$ cat src/rtl/tlb_mem_pkg.sv
// Shared types and widths for the TLB walk/access memory port.
package tlb_mem_pkg;

    localparam int ADDRW         = 26;
    localparam int LOG2DATAW     = 5;
    localparam int DATAW         = 1 << LOG2DATAW;
    localparam int LOG2DATABYTES = LOG2DATAW - 3;

    // Clears the byte-offset bits so the downstream side only ever sees word addresses.
    localparam logic [ADDRW-1:0] ALIGN_MASK = ~(ADDRW'((1 << LOG2DATABYTES) - 1));

    typedef enum logic [1:0] {
        IDLE,
        ISSUE,
        WAIT,
        ACK
    } state_t;

    typedef struct packed {
        logic             read;
        logic [ADDRW-1:0] paddr;
        logic [DATAW-1:0] wdata;
    } req_t;

    function automatic logic [ADDRW-1:0] word_align(input logic [ADDRW-1:0] addr);
        return addr & ALIGN_MASK;
    endfunction

endpackage

$ cat src/rtl/tlb_mem_req_fifo.sv
// Small synchronous request FIFO; a push while full is taken only if the head pops in the same cycle.
module tlb_mem_req_fifo
    import tlb_mem_pkg::*;
#(
    parameter int LOG2DEPTH = 1
)
(
    input  logic clk,
    input  logic rst,
    input  logic push,
    input  logic pop,
    input  req_t push_data,
    output req_t head,
    output logic full,
    output logic empty
);

    localparam int DEPTH = 1 << LOG2DEPTH;
    localparam logic [LOG2DEPTH:0] PTR_ONE = 1;

    req_t               mem [DEPTH];
    logic [LOG2DEPTH:0] wr_ptr;
    logic [LOG2DEPTH:0] rd_ptr;
    logic               do_push;
    logic               do_pop;

    // Pointers carry one extra wrap bit so full and empty are distinguishable.
    assign empty   = (wr_ptr == rd_ptr);
    assign full    = (wr_ptr[LOG2DEPTH] != rd_ptr[LOG2DEPTH]) &&
                     (wr_ptr[LOG2DEPTH-1:0] == rd_ptr[LOG2DEPTH-1:0]);
    assign do_pop  = pop && !empty;
    assign do_push = push && (!full || do_pop);
    assign head    = mem[rd_ptr[LOG2DEPTH-1:0]];

    always_ff @(posedge clk or posedge rst) begin
        if (rst) begin
            wr_ptr <= '0;
            rd_ptr <= '0;
            for (int i = 0; i < DEPTH; i++) begin
                mem[i] <= '0;
            end
        end else begin
            if (do_push) begin
                mem[wr_ptr[LOG2DEPTH-1:0]] <= push_data;
                wr_ptr                     <= wr_ptr + PTR_ONE;
            end
            if (do_pop) begin
                rd_ptr <= rd_ptr + PTR_ONE;
            end
        end
    end

endmodule

$ cat src/rtl/tlb_walk_mem_port.sv
// Memory-side responder for the TLB walk bus: queues request pulses and serialises them downstream.
// Optional read watchdog enabled by defining TLB_WALK_MEM_PORT_TIMEOUT_EN.
module tlb_walk_mem_port
    import tlb_mem_pkg::*;
#(
    parameter int LOG2DEPTH      = 1,
    parameter int TIMEOUT_CYCLES = 255
)
(
    input  logic             clk,
    input  logic             rst,
    input  logic             mem_req,
    input  logic             mem_read,
    input  logic [ADDRW-1:0] mem_paddr,
    input  logic [DATAW-1:0] mem_write_value,
    output logic             mem_ack,
    output logic [DATAW-1:0] mem_read_value,
    output logic             dn_valid,
    input  logic             dn_ready,
    output logic             dn_write,
    output logic [ADDRW-1:0] dn_addr,
    output logic [DATAW-1:0] dn_wdata,
    input  logic             dn_rvalid,
    input  logic [DATAW-1:0] dn_rdata,
    output logic             busy,
    output logic             overrun,
    output logic             timeout_err
);

    state_t state;
    state_t next_state;
    req_t   push_req;
    req_t   head;
    logic   fifo_full;
    logic   fifo_empty;
    logic   pop;
    logic   timed_out;

    assign push_req = '{read: mem_read, paddr: mem_paddr, wdata: mem_write_value};
    assign pop      = (state == ISSUE) && dn_ready;
    assign busy     = !fifo_empty || (state != IDLE);

    tlb_mem_req_fifo #(
        .LOG2DEPTH (LOG2DEPTH)
    ) u_fifo (
        .clk       (clk),
        .rst       (rst),
        .push      (mem_req),
        .pop       (pop),
        .push_data (push_req),
        .head      (head),
        .full      (fifo_full),
        .empty     (fifo_empty)
    );

`ifdef TLB_WALK_MEM_PORT_TIMEOUT_EN
    localparam int WDOG_W = (TIMEOUT_CYCLES > 255) ? $clog2(TIMEOUT_CYCLES + 1) : 8;

    logic [WDOG_W-1:0] wait_cnt;
    logic              timeout_sticky;

    // The last WAIT cycle before the limit forces completion unless real data shows up.
    assign timed_out   = (state == WAIT) && (wait_cnt == WDOG_W'(TIMEOUT_CYCLES - 1));
    assign timeout_err = timeout_sticky;

    always_ff @(posedge clk or posedge rst) begin
        if (rst) begin
            wait_cnt       <= '0;
            timeout_sticky <= 1'b0;
        end else begin
            wait_cnt <= (state == WAIT) ? wait_cnt + WDOG_W'(1) : '0;
            if (timed_out && !dn_rvalid) begin
                timeout_sticky <= 1'b1;
            end
        end
    end
`else
    assign timed_out   = 1'b0;
    assign timeout_err = 1'b0;
`endif

    always_ff @(posedge clk or posedge rst) begin
        if (rst) begin
            state <= IDLE;
        end else begin
            state <= next_state;
        end
    end

    always_comb begin
        next_state = state;
        dn_valid   = 1'b0;
        dn_write   = 1'b0;
        dn_addr    = '0;
        dn_wdata   = '0;
        mem_ack    = 1'b0;
        case (state)
            IDLE: begin
                if (!fifo_empty) begin
                    next_state = ISSUE;
                end
            end
            ISSUE: begin
                dn_valid = 1'b1;
                dn_write = !head.read;
                dn_addr  = word_align(head.paddr);
                dn_wdata = head.wdata;
                if (dn_ready) begin
                    next_state = head.read ? WAIT : ACK;
                end
            end
            WAIT: begin
                if (dn_rvalid || timed_out) begin
                    next_state = ACK;
                end
            end
            ACK: begin
                mem_ack    = 1'b1;
                next_state = IDLE;
            end
            default: next_state = IDLE;
        endcase
    end

    // Read data is loaded on the transition into ACK so it is valid alongside mem_ack.
    always_ff @(posedge clk or posedge rst) begin
        if (rst) begin
            mem_read_value <= '0;
        end else if (pop && !head.read) begin
            mem_read_value <= '0;
        end else if ((state == WAIT) && dn_rvalid) begin
            mem_read_value <= dn_rdata;
        end else if (timed_out) begin
            mem_read_value <= '0;
        end
    end

    always_ff @(posedge clk or posedge rst) begin
        if (rst) begin
            overrun <= 1'b0;
        end else if (mem_req && fifo_full && !pop) begin
            overrun <= 1'b1;
        end
    end

endmodule

$ cat config.mk
export PLATFORM = sky130hd
export DESIGN_NAME = tlb_walk_mem_port
export DESIGN_NICKNAME = d
export VERILOG_FILES = /design/src/rtl/tlb_mem_pkg.sv /design/src/rtl/tlb_mem_req_fifo.sv /design/src/rtl/tlb_walk_mem_port.sv
export SDC_FILE = /design/constraint.sdc
export NUM_CORES = 1
export LEC_CHECK = 0
export CAP_MARGIN = 15
export CORE_MARGIN = 2
export CORE_UTILIZATION = 54
export CTS_BUF_LIST = sky130_fd_sc_hd__clkbuf_2
export DETAILED_ROUTE_END_ITERATION = 16
export PLACE_DENSITY_LB_ADDON = 0.3
export SYNTH_ARGS = -nofsm -noshare
export SYNTH_HDL_FRONTEND = slang
export SYNTH_HIERARCHICAL = 1
export SYNTH_SLANG_ARGS = --single-unit
$ cat constraint.sdc
create_clock -name clk -period 7.2 [get_ports clk]
set_input_delay 0.72 -clock clk [delete_from_list [all_inputs] [get_ports clk]]
set_output_delay 0.72 -clock clk [all_outputs]
set_load 0.02 [all_outputs]
* Word-level counts from Yosys, hierarchy flattened
Cells that the tools add are included.
Cells by class: add/sub/neg operators 2, $lt $le $gt $ge 3, equality and inequality tests 9, mux-type cells 18, bitwise operators 2, reductions and logical operators 19
Operators with widths (count):
- $mux W59 | 4
- $bwmux W118 | 1
- $mux W32 | 3
- $demux W59 S1 | 1
- $mux W26 | 1
- $logic_and A1 B1 Y1 | 9
- $pmux W2 S4 | 1
- $mux W2 | 3
- $ne A2 B2 Y1 const B | 3
- $add A2 B1 Y2 const B | 2
- $eq A2 B2 Y1 const B | 2
- $ge A2 B2 Y1 const B | 2
- $logic_not A1 Y1 | 4
- $mux W1 | 4
- $not A1 Y2 | 2
- $reduce_bool A2 Y1 | 2
- $reduce_and A3 Y1 | 1
- $eq A2 B1 Y1 const B | 1
- $eq A2 B2 Y1 | 1
- $logic_not A2 Y1 | 1
- $logic_or A1 B1 Y1 | 2
- $lt A2 B1 Y1 const B | 1
- $eq A1 B1 Y1 | 1
- $ne A1 B1 Y1 | 1
Word-level totals: bits in registers 157, input bits 96, output and inout port bits 96, word-level logic and storage cells 64

* Depth between registers and ports, before layout
Gate-level depths: netlist of run 1.
word-level depth 7, gate-level depth with buffers 9, gate-level depth less buffers 7

* Hierarchy
Netlist of run 1, hierarchy kept.
Modules (own cells, without submodules):
- tlb_mem_req_fifo | times used 1, cells each 344, area each 5303.8 sq um, seq. area each 3052.9 sq um
- tlb_walk_mem_port | times used 1, cells each 230, area each 1919.3 sq um, seq. area each 875.8 sq um

* Worst setup path before layout of run 1
OpenSTA, ideal clock, no wires.
path type register to output, start point reg u_fifo.rd_ptr[0], end point out dn_write, arrival 1.694 ns, data required time 6.480 ns, setup slack 4.786 ns, stages on the path, launching flop included 6, buffers on the path 2, cell sequence dfrtp_1 clkbuf_1 clkbuf_1 mux2_2 nand2b_1 inv_1
RTL lines:
- from (decl) | line tlb_mem_req_fifo.sv:23 | logic [LOG2DEPTH:0] rd_ptr;
- from (signal assigned) | line tlb_mem_req_fifo.sv:48 | rd_ptr <= rd_ptr + PTR_ONE;
- to (decl) | line tlb_walk_mem_port.sv:20 | output logic dn_write,

==> summary by stage, run 1 <==
STA
For the pin with the worst max-slew slack, the measured transition is 1110 ps. The total negative setup slack is 0 ps. The number of pins exceeding their max-slew limit in the final report is 0. Setup repair after global routing left no endpoint under its margin. For the finished layout, the period the worst path requires is 3840 ps. The clock arrives with about 19 ps of skew. The relative slew slack is 26.2%. The final count of negative-setup-slack endpoints is 0. The number of hold-slack violations in the final timing report is 0. Based on the critical path, the design can be clocked at up to 0.260 GHz. After layout, the worst path uses 53.4% of the clock period.

Power
The static leakage is 3.84 nW. The relative contribution of combinational cells to total power is a little over half. The design internal power is 2.70 mW. Net switching is between 30% and 40% of the power.

In this run the power density over the cells is around 460 nW/um^2. In this run, flip-flops and latches consume 36.0% of the power. The switching power total is approximately 1.5 mW.

The peak supply drop is ~0.22 mV. The share of total power dissipated in the clock network is 11.1%.

Synthesis
In this run the cell area of the synthesized design comes to 7060 sq um. The instance count of the mapped netlist is 564. In this run the mean area of a mapped cell was ~13 sq um.

The yosys synthesis warning count is 6.

Detailed routing
The remaining antenna violation count is 0. The count of unresolved DRC violations after routing is 0. The per-cell via count in the routed design is around 5.3. The total routed wirelength is 15.9 mm.

After detailed routing, the average wire length per cell comes to 17.2 microns. The initial DRC count is approximately 200. The total vias in the final route is 4866. Before antenna repair, the detailed router went through 4 iterations.

Layout
The top cell types in the final layout, fill and taps aside, are 186 x sky130_fd_sc_hd__clkdlybuf4s50_1, 164 x sky130_fd_sc_hd__mux2_2, 152 x sky130_fd_sc_hd__dfrtp_1. 0 antenna diodes ended up in the layout. Cells with a size suffix above 1 make up 27.5% of the layout.

Counting the fill cells in the layout gives 907. The commonest non-fill, non-tap cell in the layout is sky130_fd_sc_hd__clkdlybuf4s50_1. The final-stage net count is 839. The final standard cell count with taps included and fillers excluded is 924. The layout overhead on the synthesized area is 31.0%.

GRT
The initial antenna violation count came to 0. The global-route wire length before repair is 26.4 mm. Global routing used slightly above 40% of the available met2 tracks. The met1 layer usage reported by global route is 26.8%.

Entering global routing, the biggest net connects 69 pins. The aggregate global routing overflow is 0. The met3 track demand over resource in global routing is around 8%. In the global route stage, overall resource usage came out at a little under a quarter.

The busiest metal layer after global routing is met2. The via count of the first global-routing pass was between 5000 and 6000.

Floorplan
The initial standard-cell utilization of the core is a little under three fifths. The number of placed I/O pins is 192. The floorplan has 41 rows.

The floorplan step set the die height to 118 microns. The total area inside the core boundary comes to roughly 13000 sq um. The floorplan step defined a die boundary enclosing roughly 14000 sq um. The die width is 118 microns.

CTS
The level count of the clock H-tree is 4. Buffers inserted during clock tree synthesis total 17. After clock tree synthesis, the clock-pin slew on the worst setup and hold paths is around 200 ps. Post-CTS repair changed the size of 0 cells. The count of hold-fix buffers inserted at cts is 0.

The largest buffer count on any clock path is 2. After clock tree synthesis, the setup repair step added 0 buffers. The TritonCTS clock tree is built. The later pin in the worst-skew pair is clocked with a latency of ~730 ps. The clock drives between 150 and 200 sinks. The cell sitting at the root of the clock tree is a sky130_fd_sc_hd__clkbuf_2.

Setup path
The worst setup path is captured at an output pin. Setup slack on the worst reg-to-reg path comes out at 3360 ps. STA classifies the critical path startpoint as a flop.

Of all nets on the critical path, the largest fanout is 65. The data arrival time at the worst-slack endpoint is 3120 ps. The kind of critical path is reg -> out. The required time of the critical path is 6480 ps.

Run status
The run finished with clean final reports.

Run
The max-cap violation count is 0.

Place
In this run, placement finished with an instance count of 891. In this run the tool buffered the top-level ports with 186 buffer cells. Once detailed placement completed, the half-perimeter wirelength came to about 11 mm. The final weighted congestion in routability-driven placement is 0.795.

Worst hold path
In this run the worst hold path is classified as in -> async.
per-stage QoR:
step           worst slack, ps  area (sq um)  hold slack (ps)  power [mW]  utilization (%)
3_3_place_gp              3390          8980              461        3.67             70.9
4_1_cts                   3250          9210              391        4.28             72.7
5_1_grt                   2960          9240              407        4.52             72.9
6_report                  3360          9240              413        4.24             72.9
2_1_floorplan             3350          7060              452        2.98                -
3_5_place_dp              3270          8980              473        3.81             70.9
layout make-up:
type,instances,area (sq um),share of cell area [%]
Timing Repair Buffer,192,1930,20.9
Inverter,7,28.8,0.311
Multi-Input combinational cell,368,3010,32.6
Sequential cell,153,3830,41.4
Clock buffer,20,100,1.08
Tap cell,172,215,2.33
Clock inverter,12,131,1.42
power by group through the flow:
stage	registers, mW	logic [mW]	clock network, mW
2_1_floorplan	1.60	1.38	0
3_3_place_gp	1.50	2.17	0
3_5_place_dp	1.55	2.25	0
4_1_cts	1.53	2.26	0.487
5_1_grt	1.59	2.40	0.528
6_report	1.53	2.24	0.473
registers in the layout (all words and copies together) (netlist names):
register        cells
overrun             1
mem_read_value     32
u_fifo/wr_ptr       2
u_fifo/mem        114
u_fifo/rd_ptr       2
state               2
worst paths after layout:
kind	to	depth (start not counted)	from
max in group asynchronous	u_fifo/mem[70]	3	rst
min	u_fifo/mem[86]	2	rst
max reg2reg	u_fifo/mem[56]	8	state[1]
min reg2reg	u_fifo/mem[27]	1	u_fifo/mem[27]
min in group clk	mem_read_value[29]	3	dn_rdata[29]
max	dn_write	5	u_fifo/rd_ptr[0]
worst max-delay path: stages, from the launching register on:
cell,delay (ps)
sky130_fd_sc_hd__dfrtp_2,380
sky130_fd_sc_hd__buf_4,690
sky130_fd_sc_hd__mux2_2,430
sky130_fd_sc_hd__nand2b_1,160
sky130_fd_sc_hd__inv_1,100
sky130_fd_sc_hd__clkdlybuf4s50_1,620
metal layers:
layer	routed length (microns)	part of all wire, %
met1	6230	39
met2	8020	50
met3	1200	7.5
met4	465	2.9
met5	0	0
No activity file was read; power rests on OpenSTA's default activity.
==> run 2: changes to the inputs <==
- CORE_UTILIZATION: 54 -> 50
- clock period: 7.2 -> 3.55 ns (I/O delays scaled with it)
==> summary by stage, run 2 (synthesis results as in run 1) <==
Run status
The run finished with clean final reports.

Power
For this design the total switching power over the nets is between 3 and 4 mW. In this run, the clock network consumes between 10% and 20% of the power. The proportion of power drawn by flip-flops and latches is 36.8%. In this run the power density over the cells is 925 nW/um^2.

Across the VDD grid, the largest voltage drop is 0.446 mV. Net switching is 36.7% of the power. Of the total power, combinational logic draws 52.9%. The internal power of the cells totals 5.43 mW.

In this run the static leakage power is 3.84 nW.

Layout
The final-stage net count is approximately 840. Leaving out fill and tap cells, the most frequent cell in the layout is sky130_fd_sc_hd__clkdlybuf4s50_1. The post-route standard cell area excluding fillers is between 9000 and 10000 sq um. The multi-input logic area is ~3000 sq um. Leaving out fill and tap cells, the most frequent cells in the layout are 186 x sky130_fd_sc_hd__clkdlybuf4s50_1, 164 x sky130_fd_sc_hd__mux2_2, 152 x sky130_fd_sc_hd__dfrtp_1.

Fill cells in the final layout number 1032. The register with the most flip-flops in the layout has 114 of them. Relative to the synthesized area, the layout overhead comes to 31.5%. The post-route netlist has 27.5% of its cells at a drive strength greater than 1. The finished layout holds approximately 940 standard cells, fillers aside. Across the whole layout, storage elements account for ~3800 sq um. The register with the most flip-flops is u_fifo/mem. The largest registers in the layout are u_fifo/mem x114, mem_read_value x32.

Setup path
The slack of the worst reg-to-reg path is just under 900 ps. Along the worst path, the maximum fanout reaches 25. The element type at the critical path start is a flop. Data arrives at the worst endpoint at 2990 ps. The critical path runs through a total of 4 cells. Data on the critical path is required at its endpoint by 3190 ps.

The critical path goes through buf_4 > mux2_2 > and2_1 > clkdlybuf4s50_1. The slowest stage cell on the critical path is sky130_fd_sc_hd__dfrtp_2. The startpoint of the most critical register-to-register path is state[1]. STA classifies the critical path endpoint as an output pin. The kind of critical path is reg -> out. The end point of the critical path is dn_addr[16]. For this run, the slowest stage of the critical path takes just over 800 ps.

The most critical setup path has its startpoint at u_fifo/rd_ptr[0]. The combined buffer and inverter count along the critical path is 2. The cell depth of the worst flop-to-flop path is 8. The endpoint of the worst-slack reg-to-reg timing path is u_fifo/mem[6].

The family of cells with the greatest summed delay on the critical path is buffers and inverters.

Floorplan
From bottom edge to top edge, the die measures 123 microns. In this run the horizontal extent of the chip is roughly 120 microns. The die covers ~15000 sq um. The core region is 13800 sq um. In this run the count of I/O pins placed on the die edge is 192.

The initial standard-cell utilization of the core is approximately half. The standard-cell row count is 43.

CTS
Post-CTS repair changed the size of 0 cells. The TritonCTS clock tree is built. In this run the clock root is driven by a sky130_fd_sc_hd__clkbuf_2.

Counting along the longest clock path gives a buffer depth of 2. The count of hold-fix buffers inserted at cts is 0. CTS built an H-tree with a depth of 4. The TritonCTS sink count is roughly 150. The later pin in the worst-skew pair is clocked with a latency of ~700 ps. The number of setup buffers added after CTS is 0. TritonCTS created 17 clock buffers.

The clock slew seen by the registers of the worst setup and hold paths is around 210 ps.

Worst hold path
The tightest min-delay check is of the in -> async type.

STA
Dividing the final minimum period by the clock period gives 94.4%. Subtracting the final worst setup slack from the clock period gives about 3300 ps. The post-route worst hold slack is 111 ps.

Setup repair after global routing left no endpoint under its margin. The final count of negative-setup-slack endpoints is 0. The clock arrives with 21.8 ps of skew.

At the pin with the least slew margin, the transition time is 1070 ps. The achievable clock frequency is 0.299 GHz. The number of hold-slack violations in the final timing report was 0.

Adding up every negative setup slack in the final design gives 0 ps. Measured against its own limit, the worst slew margin works out to 28.6%. The number of pins exceeding their max-slew limit in the final report is 0.

GRT
The initial antenna violation count is 1. The via count of the first global-routing pass is 5155. The aggregate global routing overflow is 0. The global-route wire length before repair is 24.7 mm. Entering global routing, the biggest net connects 63 pins. Global routing used 21.4% of the available tracks across all layers.

Place
The detailed-placement wirelength estimate is 11.1 mm. The cell count after placement is approximately 900. The final weighted congestion in routability-driven placement is 0.813. During placement, the flow inserted port buffers numbering between 150 and 200.

Summing all placed instances gives a cell area of 9050 sq um.

Detailed routing
In the detailed route, the total length drawn on met2 is 8.27 mm. The first-pass iteration count of the detailed router is 4. The uppermost signal routing layer after detailed routing is met4. The routed design has 16.0 mm of wire. The count of unresolved DRC violations after routing is 0. The met3 wire length is 1.19 mm. In this run the remaining antenna-violating nets after routing total 0.

The per-cell routed wire length is 17.0 microns. The initial DRC count is 188. After detailed routing, the wire length on met1 is between 6 and 7 mm. The total vias in the final route is 4885. The per-cell via count in the routed design is ~5.2.

Run
Max-cap violations in this run came to 0.
run 2: changes by cell type in the layout (fill, tap and decap cells not counted):
cell                         before  now
sky130_fd_sc_hd__clkinv_2         6    2
sky130_fd_sc_hd__clkinv_1         3    6
sky130_fd_sc_hd__diode_2          0    1
sky130_fd_sc_hd__buf_4            5    7
sky130_fd_sc_hd__buf_8            0    1
sky130_fd_sc_hd__clkinvlp_4       0    2
sky130_fd_sc_hd__ha_2             1    0
sky130_fd_sc_hd__ha_4             0    1
sky130_fd_sc_hd__buf_16           1    0
sky130_fd_sc_hd__buf_12           0    2
sky130_fd_sc_hd__bufinv_16        3    2
run 2: worst min-delay path by stage:
| stage | depth (start not counted) | from | slack [ps] | end |
|---|---|---|---|---|
| 3_5_place_dp | 1 | overrun | 470 | overrun |
| 5_1_grt | 3 | rst | 90 | mem_read_value[16] |
| 3_3_place_gp | 1 | overrun | 460 | overrun |
| 2_1_floorplan | 1 | u_fifo/mem[23] | 450 | u_fifo/mem[23] |
| 4_1_cts | 3 | rst | 50 | mem_read_value[24] |
| 6_report | 3 | rst | 110 | mem_read_value[24] |
run 2: worst register-to-register path: stages, from the launching register on:
cell                      delay (ps)
sky130_fd_sc_hd__dfrtp_1         480
sky130_fd_sc_hd__inv_1           140
sky130_fd_sc_hd__ha_4            340
sky130_fd_sc_hd__nand2_1         160
sky130_fd_sc_hd__inv_1           190
sky130_fd_sc_hd__inv_1           130
sky130_fd_sc_hd__a31oi_4         180
sky130_fd_sc_hd__buf_4           520
sky130_fd_sc_hd__mux2_2          420
run 2: area by class of cell:
type / count / area share, %
Timing Repair Buffer: 196 / 21.2
Inverter: 7 / 0.310
Antenna cell: 1 / 0.0270
Multi-Input combinational cell: 368 / 32.5
Tap cell: 180 / 2.43
Sequential cell: 153 / 41.3
Clock buffer: 20 / 1.08
Clock inverter: 12 / 1.16
run 2: metrics by stage:
| stage | utilization [%] | worst slack, ps | power, mW |
|---|---|---|---|
| 6_report | 67.1 | 200 | 8.58 |
| 5_1_grt | 67.1 | 36.4 | 9.16 |
| 4_1_cts | 66.9 | 56.4 | 8.65 |
| 3_5_place_dp | 65.4 | 745 | 7.76 |
| 3_3_place_gp | 65.4 | 776 | 7.52 |
| 2_1_floorplan | - | 65.9 | 6.05 |
run 2: power by group through the flow:
stage	combinational, mW	clock [mW]	sequential [mW]
3_3_place_gp	4.42	0	3.10
4_1_cts	4.58	0.917	3.16
3_5_place_dp	4.55	0	3.21
2_1_floorplan	2.80	0	3.25
6_report	4.54	0.884	3.15
5_1_grt	4.90	0.986	3.27
run 2: per-layer routing:
layer | vias to the layer above | track usage (%)
met5 | - | 0
met2 | 161 | 38.3
met3 | 20 | 6.69
met4 | 0 | 7.47
met1 | 2440 | 23.9
li1 | 2264 | -
